`src/rtl/collatz_sched.sv`:
```
// Round-robin scheduler that accepts one of four requesters and runs its
// Collatz sequence, reporting step count, peak iterate and error status.
module collatz_sched #(
  parameter int WIDTH = 16,
  parameter int N     = 4
) (
  input  logic               clk,
  input  logic               reset,
  input  logic [N-1:0]       req,
  input  logic [N*WIDTH-1:0] start_val,
  output logic [N-1:0]       gnt,
  output logic               busy,
  output logic               done,
  output logic [1:0]         done_id,
  output logic [7:0]         steps,
  output logic [WIDTH-1:0]   peak,
  output logic               err
);

  localparam logic [0:0] IDLE = 1'b0;
  localparam logic [0:0] RUN  = 1'b1;

  logic [0:0]       state_q, state_d;
  logic [WIDTH-1:0] x_q, x_d;
  logic [7:0]       run_steps_q, run_steps_d;
  logic [WIDTH-1:0] run_peak_q, run_peak_d;
  logic [1:0]       id_q, id_d;
  logic [1:0]       last_q, last_d;
  logic [N-1:0]     gnt_q, gnt_d;
  logic             done_q, done_d;
  logic [1:0]       done_id_q, done_id_d;
  logic [7:0]       steps_q, steps_d;
  logic [WIDTH-1:0] peak_q, peak_d;
  logic             err_q, err_d;

  logic             found;
  logic [1:0]       sel;
  logic [1:0]       cand;
  logic [WIDTH+1:0] triple;
  logic [WIDTH-1:0] x_next;
  logic             advance;
  logic             finish;
  logic             finish_err;

  // 3x+1 needs two extra bits so overflow past WIDTH is visible
  assign triple = ({2'b00, x_q} << 1) + {2'b00, x_q} + {{(WIDTH+1){1'b0}}, 1'b1};

  always_comb begin
    found = 1'b0;
    sel   = last_q;
    cand  = last_q;
    for (int k = 1; k <= N; k++) begin
      cand = last_q + 2'(k);
      if (!found && req[cand]) begin
        found = 1'b1;
        sel   = cand;
      end
    end
  end

  always_comb begin
    state_d     = state_q;
    x_d         = x_q;
    run_steps_d = run_steps_q;
    run_peak_d  = run_peak_q;
    id_d        = id_q;
    last_d      = last_q;
    gnt_d       = '0;
    done_d      = 1'b0;
    done_id_d   = done_id_q;
    steps_d     = steps_q;
    peak_d      = peak_q;
    err_d       = err_q;
    x_next      = x_q;
    advance     = 1'b0;
    finish      = 1'b0;
    finish_err  = 1'b0;

    if (state_q == IDLE) begin
      if (found) begin
        state_d     = RUN;
        x_d         = start_val[int'(sel)*WIDTH +: WIDTH];
        run_peak_d  = start_val[int'(sel)*WIDTH +: WIDTH];
        run_steps_d = 8'd0;
        id_d        = sel;
        last_d      = sel;
        gnt_d       = N'(1) << sel;
      end
    end else begin
      // x==1 is success; a zero start or an exhausted step budget is an error
      if (x_q == WIDTH'(1)) begin
        finish = 1'b1;
      end else if (x_q == '0 || run_steps_q == 8'd255) begin
        finish     = 1'b1;
        finish_err = 1'b1;
      end else if (!x_q[0]) begin
        x_next  = x_q >> 1;
        advance = 1'b1;
      end else if (|triple[WIDTH+1:WIDTH]) begin
        finish     = 1'b1;
        finish_err = 1'b1;
      end else begin
        x_next  = triple[WIDTH-1:0];
        advance = 1'b1;
      end

      if (advance) begin
        x_d         = x_next;
        run_steps_d = run_steps_q + 8'd1;
        if (x_next > run_peak_q) run_peak_d = x_next;
      end

      if (finish) begin
        state_d   = IDLE;
        done_d    = 1'b1;
        done_id_d = id_q;
        steps_d   = run_steps_q;
        peak_d    = run_peak_q;
        err_d     = finish_err;
      end
    end
  end

  always_ff @(posedge clk) begin
    if (reset) begin
      state_q     <= IDLE;
      x_q         <= '0;
      run_steps_q <= '0;
      run_peak_q  <= '0;
      id_q        <= '0;
      last_q      <= 2'd3;
      gnt_q       <= '0;
      done_q      <= 1'b0;
      done_id_q   <= '0;
      steps_q     <= '0;
      peak_q      <= '0;
      err_q       <= 1'b0;
    end else begin
      state_q     <= state_d;
      x_q         <= x_d;
      run_steps_q <= run_steps_d;
      run_peak_q  <= run_peak_d;
      id_q        <= id_d;
      last_q      <= last_d;
      gnt_q       <= gnt_d;
      done_q      <= done_d;
      done_id_q   <= done_id_d;
      steps_q     <= steps_d;
      peak_q      <= peak_d;
      err_q       <= err_d;
    end
  end

  assign gnt     = gnt_q;
  assign busy    = (state_q == RUN);
  assign done    = done_q;
  assign done_id = done_id_q;
  assign steps   = steps_q;
  assign peak    = peak_q;
  assign err     = err_q;

endmodule

```
`config.mk`:
```
export PLATFORM = sky130hd
export DESIGN_NAME = collatz_sched
export DESIGN_NICKNAME = d
export VERILOG_FILES = /design/src/rtl/collatz_sched.sv
export SDC_FILE = /design/constraint.sdc
export NUM_CORES = 1
export LEC_CHECK = 0
export CORE_UTILIZATION = 45
export CTS_CLUSTER_DIAMETER = 80
export DETAILED_ROUTE_END_ITERATION = 8
export PLACE_DENSITY = 0.71
export SLEW_MARGIN = 20
export SYNTH_ARGS = -nofsm -noshare
export SYNTH_HDL_FRONTEND = slang
export SYNTH_SLANG_ARGS = --single-unit
```
`constraint.sdc`:
```
create_clock -name clk -period 5.8 [get_ports clk]
set_input_delay 0.58 -clock clk [delete_from_list [all_inputs] [get_ports clk]]
set_output_delay 0.58 -clock clk [all_outputs]
set_load 0.02 [all_outputs]
```
==> results <==
- The flow ran to the end, and the final reports show no timing, DRC or antenna violations.
- The fraction of final layout cells with drive strength greater than 1 is 9.62%.
- Yosys mapped a number of flops with a built-in enable equal to 0.
- The cell family contributing the most delay on the critical path is compound AO/OA/AOI/OAI gates.
- IR analysis of the VDD net gives a maximum drop of 0.216 mV.
- The remaining global-route overflow is 0.
- Per report_power, the clock group accounts for 12.7% of the total.
- Max-cap violations in this run came to 0.
- Leaving out fill and tap cells, the most frequent cells in the layout are clkdlybuf4s50_1, nor2_1, dfxtp_1.
- The total internal power is 2.07 mW.
- For the final database, setup skew stands at 0.00762 ns.
- During synthesis, Yosys emitted a total of 0 warnings.
- For this run, the leading register cell type out of synthesis is dfxtp_1.
- The worst min-delay path category is reg2reg.
- The width of the die is 119 µm.
- The share of total power dissipated in combinational logic is 67.5%.
- The analysis attributes to cell leakage a power of 3.15 nW.
- The largest net degree at the start of global routing is 66.
- Clock-pin slew was measured on the worst setup and hold paths at 0.07 ns.
- The standard cell with the maximum stage delay on the critical path is a2bb2oi_2.
- The time the final worst path needs with I/O delays and setup is 5.35 ns.
- The clock sink total is 77.
- The count of antenna diodes in the layout is 0.
- The die height is 119 µm.
- The number of levels in the clock H-tree is 3.
- The areal power density over the cells is 566 nW/µm².
- The global routing usage summed across all routing layers is 27.9%.
- The switching part of the total power is 51.7%.
- The number of global-route vias before repair came to 5884.
- The async set or reset register ratio after synthesis is 0%.
- Setup repair after global routing left no endpoint under its margin.
- The signal on the critical path passes through inv_1, ha_1, a21oi_1, o22ai_1, o2111ai_2, o2111ai_4, nor3_4, buf_4, mux2i_1, a221oi_1, inv_1, ha_1, o21a_1, o21a_1, o21ai_0, o211ai_1, a2bb2oi_2, a31oi_1, a211oi_1.
- The biggest area contributor in the post-synthesis netlist is dfxtp_1.
- 103 I/O pins were placed.
- Routability-driven placement finished with a final weighted congestion of 0.975.
- The clock tree from TritonCTS is done.
- The number of port buffers is 102.
- The smallest hold slack is 0.477 ns.
- Buffers added to address setup during post-CTS repair amount to 0.
- The area growth from synthesis to layout is 22.6%.
- Setup total negative slack on the finished layout was measured at 0 ns.
- The number of instances in the synthesized netlist is 735.
- The area inside the core boundary is 13300 µm².
- Dividing the detail-routed via count by the number of cells gives 6.13.
- The biggest fanout along the worst timing path is 18.
- The library cell used most frequently in the layout, excluding fill and tap cells, is clkdlybuf4s50_1.
- At the later pin of the worst-skew pair, clock insertion delay measures 0.34 ns.
- The filler cells instantiated in the layout total 1174.
- Sequential elements use 25.1% of the synthesized area.
- The total count of max-transition violations in the final report is 0.
- The number of nets in the synthesized netlist is 850.
- The count of placed standard cells in the final layout, fillers left out is 997.
- The element type at the critical path start is a flop.
- The final hold violation count is 0.
- The longest clock path from root to sink contains 2 buffers.
- The critical path endpoint category is a flop.
- The final routed wirelength across all metal layers is 19900 µm.
- The critical path data arrival time is 5.60 ns.
- The number of gates given a new drive strength after cts is 0.
- After the first detailed-routing iteration, the DRC count stood at 545.
- The first global-routing pass estimated 31100 µm of wire.
- The final period utilization is 92.2%.
- The detailed-route wire length per cell is 20.0 µm.
- The effective utilization at floorplan is 46.3%.
- After detailed placement, the design holds a cell count of 980.
- After synthesis, the largest area contributor takes up 25.1% of total cell area.
- The net count of the finished layout is 931.
- In this run, post-CTS hold repair placed 0 buffers.
- The die covers 14100 µm².
- The tree is rooted in a clkbuf_16.
- The floorplan has 42 rows.
- The detailed router placed 6108 vias in this run.
- The critical path contains buffers and inverters numbering 3 combined.
- The actual transition at the worst max-transition pin is 0.941 ns.
- The post-synthesis cell type count is 88.
- Summing every instance area after synthesis gives 6150 µm².
- The post-detailed-placement half-perimeter wirelength is 15000 µm.
- Yosys attributes the largest share of cell area to dfxtp_1, mux2i_1, ha_1.
- Synthesis inferred 77 register bits.
- The number of detailed-routing iterations run before antenna repair is 7.
- Dividing the synthesized area by the synthesized cell count gives 8.37 µm².
- The total power is 4.27 mW.
- The switching power of the nets is 2.21 mW.
- The number of remaining DRC errors is 0.
- The delay contributed by the slowest stage of the critical path is 0.62 ns.
- The number of routed nets with antenna violations is 0.
- For this run, the top clock speed supported by timing is 187 MHz.
- The final count of negative-setup-slack endpoints is 0.
- Measured against its own limit, the worst slew margin works out to 37.3%.
- The number of clock buffers inserted by TritonCTS is 9.
- Of the total power, registers draw 19.8%.
- The data required time of the critical path is 6.05 ns.
- By startpoint and endpoint, the worst setup path is classified as reg2reg.
- The initial antenna violation count is 0.
## logic make-up after synthesis
family	count (synthesis)	share of synthesized area [%]
AND/OR/NAND/NOR	215	16.9
buffers and inverters	85	6.43
adder cells (fa/ha/maj)	45	9.28
flip-flops	77	25.1
multiplexers	76	13.0
AO/OA/AOI/OAI	223	27.4
XOR/XNOR	14	1.99
## worst reg2reg max path, cell delays in order (launching register included)
cell       delay [ns]
dfxtp_1          0.61
inv_1            0.28
ha_1             0.35
a21oi_1          0.14
o22ai_1          0.18
o2111ai_2        0.28
o2111ai_4        0.22
nor3_4           0.36
buf_4            0.31
mux2i_1          0.15
a221oi_1         0.42
inv_1            0.10
ha_1             0.31
o21a_1           0.12
o21a_1           0.11
o21ai_0          0.08
o211ai_1         0.16
a2bb2oi_2        0.62
a31oi_1          0.20
a211oi_1         0.24
## synth_stat cells, drive strengths merged (7+ instances only)
library cell / n
nor2: 86
dfxtp: 77
mux2i: 63
a21oi: 60
ha: 44
inv: 42
nand2: 39
a211oi: 35
o21ai: 32
nor3: 25
clkbuf: 22
nand3: 21
buf: 20
o22ai: 15
mux2: 13
a21o: 10
xnor2: 9
a31oi: 7
o211ai: 7
o311ai: 7
## layout make-up
cell class	instances	area (µm²)	share of cell area, %
multi-input cells	573	4230	56.0
repair buffers	112	1110	14.7
inverters	43	161	2.14
well taps	176	220	2.92
flip-flops and latches	77	1540	20.4
clock inverters	7	57.6	0.763
clock buffers	9	225	2.99
## routing by layer
layer  vias to the layer above  global-route usage, %  part of all wire (%)
li1                       2895                      -                     -
met5                         -                      0                     0
met1                      2853                   34.4                    41
met3                        57                   6.61                   8.9
met4                         0                   12.9                   3.8
met2                       303                   45.8                    46
## worst paths after layout
| kind | start | to | slack (ns) | cells after the start |
|---|---|---|---|---|
| setup / recovery | x_q[0]$_SDFFE_PP0P_ | run_peak_q[14]$_SDFFE_PP0P_ | 0.45 | 19 |
| setup reg to reg | x_q[0]$_SDFFE_PP0P_ | run_peak_q[14]$_SDFFE_PP0P_ | 0.45 | 19 |
| hold / removal | id_q[1]$_SDFFE_PP0P_ | id_q[1]$_SDFFE_PP0P_ | 0.48 | 2 |
| hold reg to reg | id_q[1]$_SDFFE_PP0P_ | id_q[1]$_SDFFE_PP0P_ | 0.48 | 2 |
## metrics by stage
stage	worst slack, ns	utilization (%)	instance area (µm²)
6_report	0.450	56.7	7540
4_1_cts	0.546	56.5	7520
2_1_floorplan	1.46	-	6150
3_3_place_gp	0.695	54.4	7230
3_5_place_dp	0.583	54.4	7230
5_1_grt	0.0888	56.7	7540
## registers in the layout, indices dropped and copies added, names as in the netlist
signal / flops
steps: 8
err: 1
done: 1
done_id: 2
busy: 1
id_q: 2
run_steps_q: 8
run_peak_q: 16
x_q: 16
last_q: 2
peak: 16
gnt: 4
## power groups by stage
stage / logic [mW] / registers, mW / clock network [mW]
2_1_floorplan: 2.15 / 0.796 / 0
3_3_place_gp: 2.74 / 0.844 / 0
3_5_place_dp: 2.80 / 0.848 / 0
4_1_cts: 2.82 / 0.836 / 0.550
5_1_grt: 3.13 / 0.858 / 0.573
6_report: 2.88 / 0.844 / 0.544
No activity file was read; power rests on OpenSTA's default activity.
